[src/rtl/arc_mem_pkg.sv]
// Shared definitions for the main-memory arbiter: FSM state encoding and default widths.
package arc_mem_pkg;

  localparam logic [1:0] ST_IDLE  = 2'd0;
  localparam logic [1:0] ST_ISSUE = 2'd1;
  localparam logic [1:0] ST_WAIT  = 2'd2;
  localparam logic [1:0] ST_RESP  = 2'd3;

  localparam int ARC_AW = 32;
  localparam int ARC_DW = 32;

  // Width of a requester index; at least one bit even for a single requester.
  function automatic int idx_width(input int n);
    return (n > 1) ? $clog2(n) : 1;
  endfunction

endpackage

[src/rtl/arb_priority_pick.sv]
// Combinational priority picker: scans requests starting at i_ptr, wrapping modulo NREQ,
// and returns a one-hot grant for the first active request plus a valid flag.
module arb_priority_pick #(
  parameter int NREQ = 2,
  parameter int PW   = 1
) (
  input  logic [NREQ-1:0] i_req,
  input  logic [PW-1:0]   i_ptr,
  output logic [NREQ-1:0] o_grant,
  output logic            o_valid
);

  // Scan from the farthest offset down so the nearest active request overwrites the rest.
  always_comb begin
    o_grant = '0;
    for (int k = NREQ - 1; k >= 0; k--) begin
      if (i_req[(int'(i_ptr) + k) % NREQ]) begin
        o_grant = '0;
        o_grant[(int'(i_ptr) + k) % NREQ] = 1'b1;
      end
    end
  end

  assign o_valid = |i_req;

endmodule

[src/rtl/mem_access_arbiter.sv]
// Single-port main-memory arbiter: one transaction at a time, registered memory strobes.
// Define ARB_ROUND_ROBIN_EN for rotating priority; otherwise the lowest index always wins.
module mem_access_arbiter
  import arc_mem_pkg::*;
#(
  parameter int NREQ = 2,
  parameter int AW   = ARC_AW,
  parameter int DW   = ARC_DW
) (
  input  logic             clk,
  input  logic             rst,
  input  logic [NREQ-1:0]    req,
  input  logic [NREQ-1:0]    we,
  input  logic [NREQ*AW-1:0] addr,
  input  logic [NREQ*DW-1:0] wdata,
  output logic [NREQ-1:0]    ack,
  output logic [DW-1:0]      rdata,
  output logic               busy,
  output logic [AW-1:0]      mem_address,
  output logic [DW-1:0]      mem_data_in,
  output logic               mem_rd,
  output logic               mem_wr,
  input  logic [DW-1:0]      mem_data_out
);

  localparam int PW = idx_width(NREQ);

  logic [1:0]      r_state;
  logic [PW-1:0]   r_idx;
  logic            r_we;
  logic [NREQ-1:0] r_ack;
  logic [DW-1:0]   r_rdata;
  logic            r_busy;
  logic [AW-1:0]   r_addr;
  logic [DW-1:0]   r_din;
  logic            r_rd;
  logic            r_wr;

  logic [NREQ-1:0] w_grant;
  logic            w_valid;
  logic [PW-1:0]   w_idx;
  logic [PW-1:0]   w_ptr;
  logic [AW-1:0]   w_addr_arr  [NREQ];
  logic [DW-1:0]   w_wdata_arr [NREQ];

  for (genvar gi = 0; gi < NREQ; gi++) begin : g_unpack
    assign w_addr_arr[gi]  = addr[gi*AW +: AW];
    assign w_wdata_arr[gi] = wdata[gi*DW +: DW];
  end

  arb_priority_pick #(
    .NREQ (NREQ),
    .PW   (PW)
  ) u_pick (
    .i_req   (req),
    .i_ptr   (w_ptr),
    .o_grant (w_grant),
    .o_valid (w_valid)
  );

  always_comb begin
    w_idx = '0;
    for (int i = 0; i < NREQ; i++) begin
      if (w_grant[i]) w_idx = PW'(i);
    end
  end

`ifdef ARB_ROUND_ROBIN_EN
  logic [PW-1:0] r_ptr;

  // The granted port drops to lowest priority for the next arbitration.
  always_ff @(posedge clk) begin
    if (rst) begin
      r_ptr <= '0;
    end else if (r_state == ST_IDLE && w_valid) begin
      r_ptr <= PW'((int'(w_idx) + 1) % NREQ);
    end
  end

  assign w_ptr = r_ptr;
`else
  assign w_ptr = '0;
`endif

  always_ff @(posedge clk) begin
    if (rst) begin
      r_state <= ST_IDLE;
      r_idx   <= '0;
      r_we    <= 1'b0;
      r_ack   <= '0;
      r_rdata <= '0;
      r_busy  <= 1'b0;
      r_addr  <= '0;
      r_din   <= '0;
      r_rd    <= 1'b0;
      r_wr    <= 1'b0;
    end else begin
      r_ack <= '0;
      r_rd  <= 1'b0;
      r_wr  <= 1'b0;
      case (r_state)
        ST_IDLE: begin
          if (w_valid) begin
            r_idx   <= w_idx;
            r_we    <= we[w_idx];
            r_addr  <= w_addr_arr[w_idx];
            r_din   <= w_wdata_arr[w_idx];
            r_rd    <= ~we[w_idx];
            r_wr    <= we[w_idx];
            r_busy  <= 1'b1;
            r_state <= ST_ISSUE;
          end
        end
        ST_ISSUE: begin
          // Writes need no data phase, so they acknowledge straight away.
          if (r_we) begin
            r_ack[r_idx] <= 1'b1;
            r_state      <= ST_RESP;
          end else begin
            r_state <= ST_WAIT;
          end
        end
        ST_WAIT: begin
          r_rdata      <= mem_data_out;
          r_ack[r_idx] <= 1'b1;
          r_state      <= ST_RESP;
        end
        default: begin
          r_busy  <= 1'b0;
          r_state <= ST_IDLE;
        end
      endcase
    end
  end

  assign ack         = r_ack;
  assign rdata       = r_rdata;
  assign busy        = r_busy;
  assign mem_address = r_addr;
  assign mem_data_in = r_din;
  assign mem_rd      = r_rd;
  assign mem_wr      = r_wr;

endmodule

[config.mk]
export PLATFORM = sky130hd
export DESIGN_NAME = mem_access_arbiter
export DESIGN_NICKNAME = d
export VERILOG_FILES = /design/src/rtl/arc_mem_pkg.sv /design/src/rtl/arb_priority_pick.sv /design/src/rtl/mem_access_arbiter.sv
export SDC_FILE = /design/constraint.sdc
export NUM_CORES = 1
export LEC_CHECK = 0
export BUFFER_PORTS_ARGS = -buffer_cell sky130_fd_sc_hd__buf_2
export CORE_MARGIN = 10
export CORE_UTILIZATION = 41
export DETAILED_ROUTE_END_ITERATION = 8
export PLACE_DENSITY_LB_ADDON = 0.2
export SYNTH_ARGS = -nofsm -noshare
export SYNTH_HDL_FRONTEND = slang
export SYNTH_SLANG_ARGS = --single-unit
[constraint.sdc]
create_clock -name clk -period 1.3 [get_ports clk]
set_input_delay 0.26 -clock clk [delete_from_list [all_inputs] [get_ports clk]]
set_output_delay 0.26 -clock clk [all_outputs]
set_load 0.1 [all_outputs]
==> results.md <==
- Fin. max-slew vios: 0
- Setup repair after global routing missed its margin: yes
- Clk_skew: just under 0.01 ns
- CTS clk-pin slew, worst paths: ~0.07 ns
- Run status: finished, violations left
- Post-route antenna net violation count: 0
- Worst r2r path cells: 6
- H-tree lvl count: 3
- Max cap viols: 0
- PwrDens: approximately 3200 nW/um2
- Final hold violation count: 0
- Wire length of the first global-routing pass: 27.2 mm
- Post-detailed-placement half-perimeter wirelength: 13.5 mm
- Effective utilization at floorplan: 0.416
- Worst EP arrival: 1.66 ns
- Fmax: slightly above 700 MHz
- Mapped Area: between 4000 and 5000 um2
- Crit path capture type: register
- Setup slack at placement: -0.0897 ns
- Area Overhead vs Synth: 86.3%
- Sequential element share of the synthesized area: 0.424
- Startpoint of the worst-slack reg-to-reg timing path: r_state[0]
- CP Max Fanout: 8
- Number of antenna violations at the first check in global routing: 1
- Average detailed-routed wire length per instance: between 20 and 25 um
- Count of pins on the block boundary: around 270
- Number of cells after detailed placement: around 890
- Number of unique standard cell types used by synthesis: 31
- Critical register-to-register path endpoint: mem_address[30]
- Largest net degree at the start of global routing: 36
- Classification of the worst-slack hold path: in2reg
- Mapped Nets: around 680
- Category of the most critical setup path: reg2reg
- Gate count after technology mapping: about 500
- Violation count after the first detailed-route iteration: 300
- Die Span X: 130 um
- Minimum period implied by the final worst setup slack: between 1 and 1.5 ns
- Routed wire length: about 20 mm
- Synth Area per Inst: between 9 and 10 um2
- Share of layout cells above drive strength 1: 0.718
- Clock Root Buffer: clkbuf_16
- Total overflow reported by the global router: 0
- Slew at the pin with the worst max-slew slack: around 0.47 ns
- Final #Nets: approximately 950
- Residual DRC count: 0
- Number of vias after detailed routing: a little under 5,000
- Worst-case setup margin in the final layout: -0.107 ns
- Worst vdd rail ir drop: about 1500 uV
- All-layer global routing usage: 0.205
- Clock sink count: 105
- Slew headroom: 0.683
- Sort of element at the start of the critical path: register
- Async set-or-reset flop fraction in the synthesized netlist: 0
- Vias in the first global route: about 5,200
- Worst endpoint required time: around 1.6 ns
- Number of rows created at floorplan: 40
- Setup-violating endpoint count in the final report: 54
- CTS tree: yes
- Final cell count without fillers: around 940
- Number of optimization iterations in the first detailed-route pass: 4
- Number of buffers created by CTS: 9
- Synthesis Warnings: 0
- Number of fill cells: 774
- Tcrit/Tclk final: 1.08
- Worst skew pair latency: approximately 0.35 ns
- Crit path launch: r_state[0]
- Timing endpoint of the critical path: mem_address[30]
- Setup slack of the most critical reg-to-reg path: -0.11 ns
- Violated checks: setup timing
- Total die area: between 15,000 and 20,000 um2
- Number of synthesized register bits: ~110
- Vias per cell: around 5.3
- Leakage power total: approximately 3.7 nW
- Count of buffers inserted at the top-level ports: 266
- Routability congestion estimate: 0.794
- CTS max path bufs: 2
- Y dimension of the die: around 130 um
- Std-Cell Core Area: 11,900 um2
- Number of synthesized flops with an enable pin: 0
- Main synth FF type: dfxtp_1
==> placed cells by master (no fill, tap or decap), types with 2 or more instances in the layout <==
master / instances
nor2_1: 66
inv_2: 2
clkinv_2: 2
bufinv_16: 2
diode_2: 2
a211oi_1: 2
buf_2: 164
nor2_2: 17
buf_6: 5
nand2_1: 65
o21a_4: 2
buf_12: 118
buf_16: 2
ha_1: 3
a211oi_2: 63
dfxtp_1: 40
nor2_4: 17
clkbuf_16: 19
a21oi_4: 19
clkbuf_1: 2
a21oi_2: 44
dfxtp_2: 65
buf_4: 13
mux2i_1: 34
a21oi_1: 4
==> worst min path at each step <==
stage                startpoint         endpoint  slack, ns  cells after the start
3_3_place_gp              r_idx           ack[0]       0.46                      1
4_1_cts        mem_data_out[11]        rdata[11]       0.14                      3
2_1_floorplan          addr[63]  mem_address[31]       0.39                      2
6_report       mem_data_out[12]        rdata[12]       0.15                      3
5_1_grt        mem_data_out[12]        rdata[12]       0.15                      3
3_5_place_dp              r_idx           ack[0]       0.49                      1
==> power breakdown <==
part | total, W | switching, W | internal (W)
Clock | 0.00290 | 0.00121 | 0.00169
Sequential | 0.00581 | 0.00130 | 0.00451
Combinational | 0.0207 | 0.0125 | 0.00823
Total | 0.0295 | 0.0150 | 0.0144
==> worst max-delay path, cell delays in order, from the launching register on <==
cell and delay (ns):
dfxtp_2 0.33, inv_2 0.07, ha_4 0.19, o21a_4 0.28, buf_12 0.19, nor2_4 0.04
a311oi_2 0.21
==> stage by stage <==
| step | area, um2 | utilization | hold WS, ns | power (W) | setup TNS, ns |
|---|---|---|---|---|---|
| final | 9240 | 0.776 | 0.148 | 0.0295 | -1.90 |
| after global routing | 9230 | 0.775 | 0.148 | 0.0305 | -6.89 |
| after CTS | 8520 | 0.715 | 0.138 | 0.0271 | -2.99 |
| after detailed placement | 8040 | 0.675 | 0.494 | 0.0233 | -2.59 |
| after global placement | 8040 | 0.675 | 0.458 | 0.0229 | -0.582 |
| after floorplan | 5060 | - | 0.393 | 0.0173 | -0.0410 |
==> cell families (layout without fill, tap and decap cells) <==
logic type	Yosys count	count (layout)	synth area share
and+or+nand+nor	174	174	0.139
AOI/OAI and AO/OA	138	139	0.275
adders and majority gates	5	5	0.0126
DFF	105	105	0.424
muxes	34	34	0.0686
buffers and inverters	48	330	0.0810
other	0	2	0
==> flip-flops by register name, indices dropped and copies added, names as in the netlist <==
signal / cells
r_we: 1
r_idx: 1
ack: 2
r_state: 2
mem_rd: 1
mem_address: 32
rdata: 32
mem_wr: 1
busy: 1
mem_data_in: 32
==> synth_stat cells (2+ instances only) <==
master,n,area [um2]
nor3_1,2,10.0
clkbuf_1,7,26.3
buf_1,3,11.3
a211oi_2,59,738
clkbuf_4,4,30.0
a21oi_1,17,85.1
mux2i_1,34,340
buf_12,5,100
buf_6,11,124
nand2_1,65,244
nor2_1,100,375
buf_2,10,50.1
buf_4,5,37.5
a211oi_1,6,45.0
dfxtp_1,105,2100
nor3b_1,2,15.0
a21oi_2,50,438
ha_1,5,62.6
inv_1,2,7.51
==> per-layer routing <==
| layer | track usage | routed length [um] |
|---|---|---|
| met2 | 0.366 | 10100 |
| met4 | 0.0893 | 595 |
| met3 | 0.0913 | 2370 |
| met1 | 0.200 | 6740 |
| met5 | 0 | 0 |
==> repair_timing <==
action                                  4_1_cts  5_1_grt
gates cloned                                  4       15
setup buffers                                 2        5
hold buffers                                  0        0
pin swaps                                    33       66
resized for setup                             9       91
endpoints found under the setup margin       71       98
==> area by class of cell <==
cell class / count / area, um2 / area share
Antenna cell: 2 / 5.00 / 0.000542
Clock buffer: 11 / 233 / 0.0252
Clock inverter: 5 / 78.8 / 0.00853
Inverter: 2 / 7.51 / 0.000813
Multi-Input combinational cell: 352 / 2900 / 0.314
Sequential cell: 105 / 2180 / 0.236
Tap cell: 147 / 184 / 0.0199
Timing Repair Buffer: 312 / 3640 / 0.394
Power figures use the tool's default switching activity.
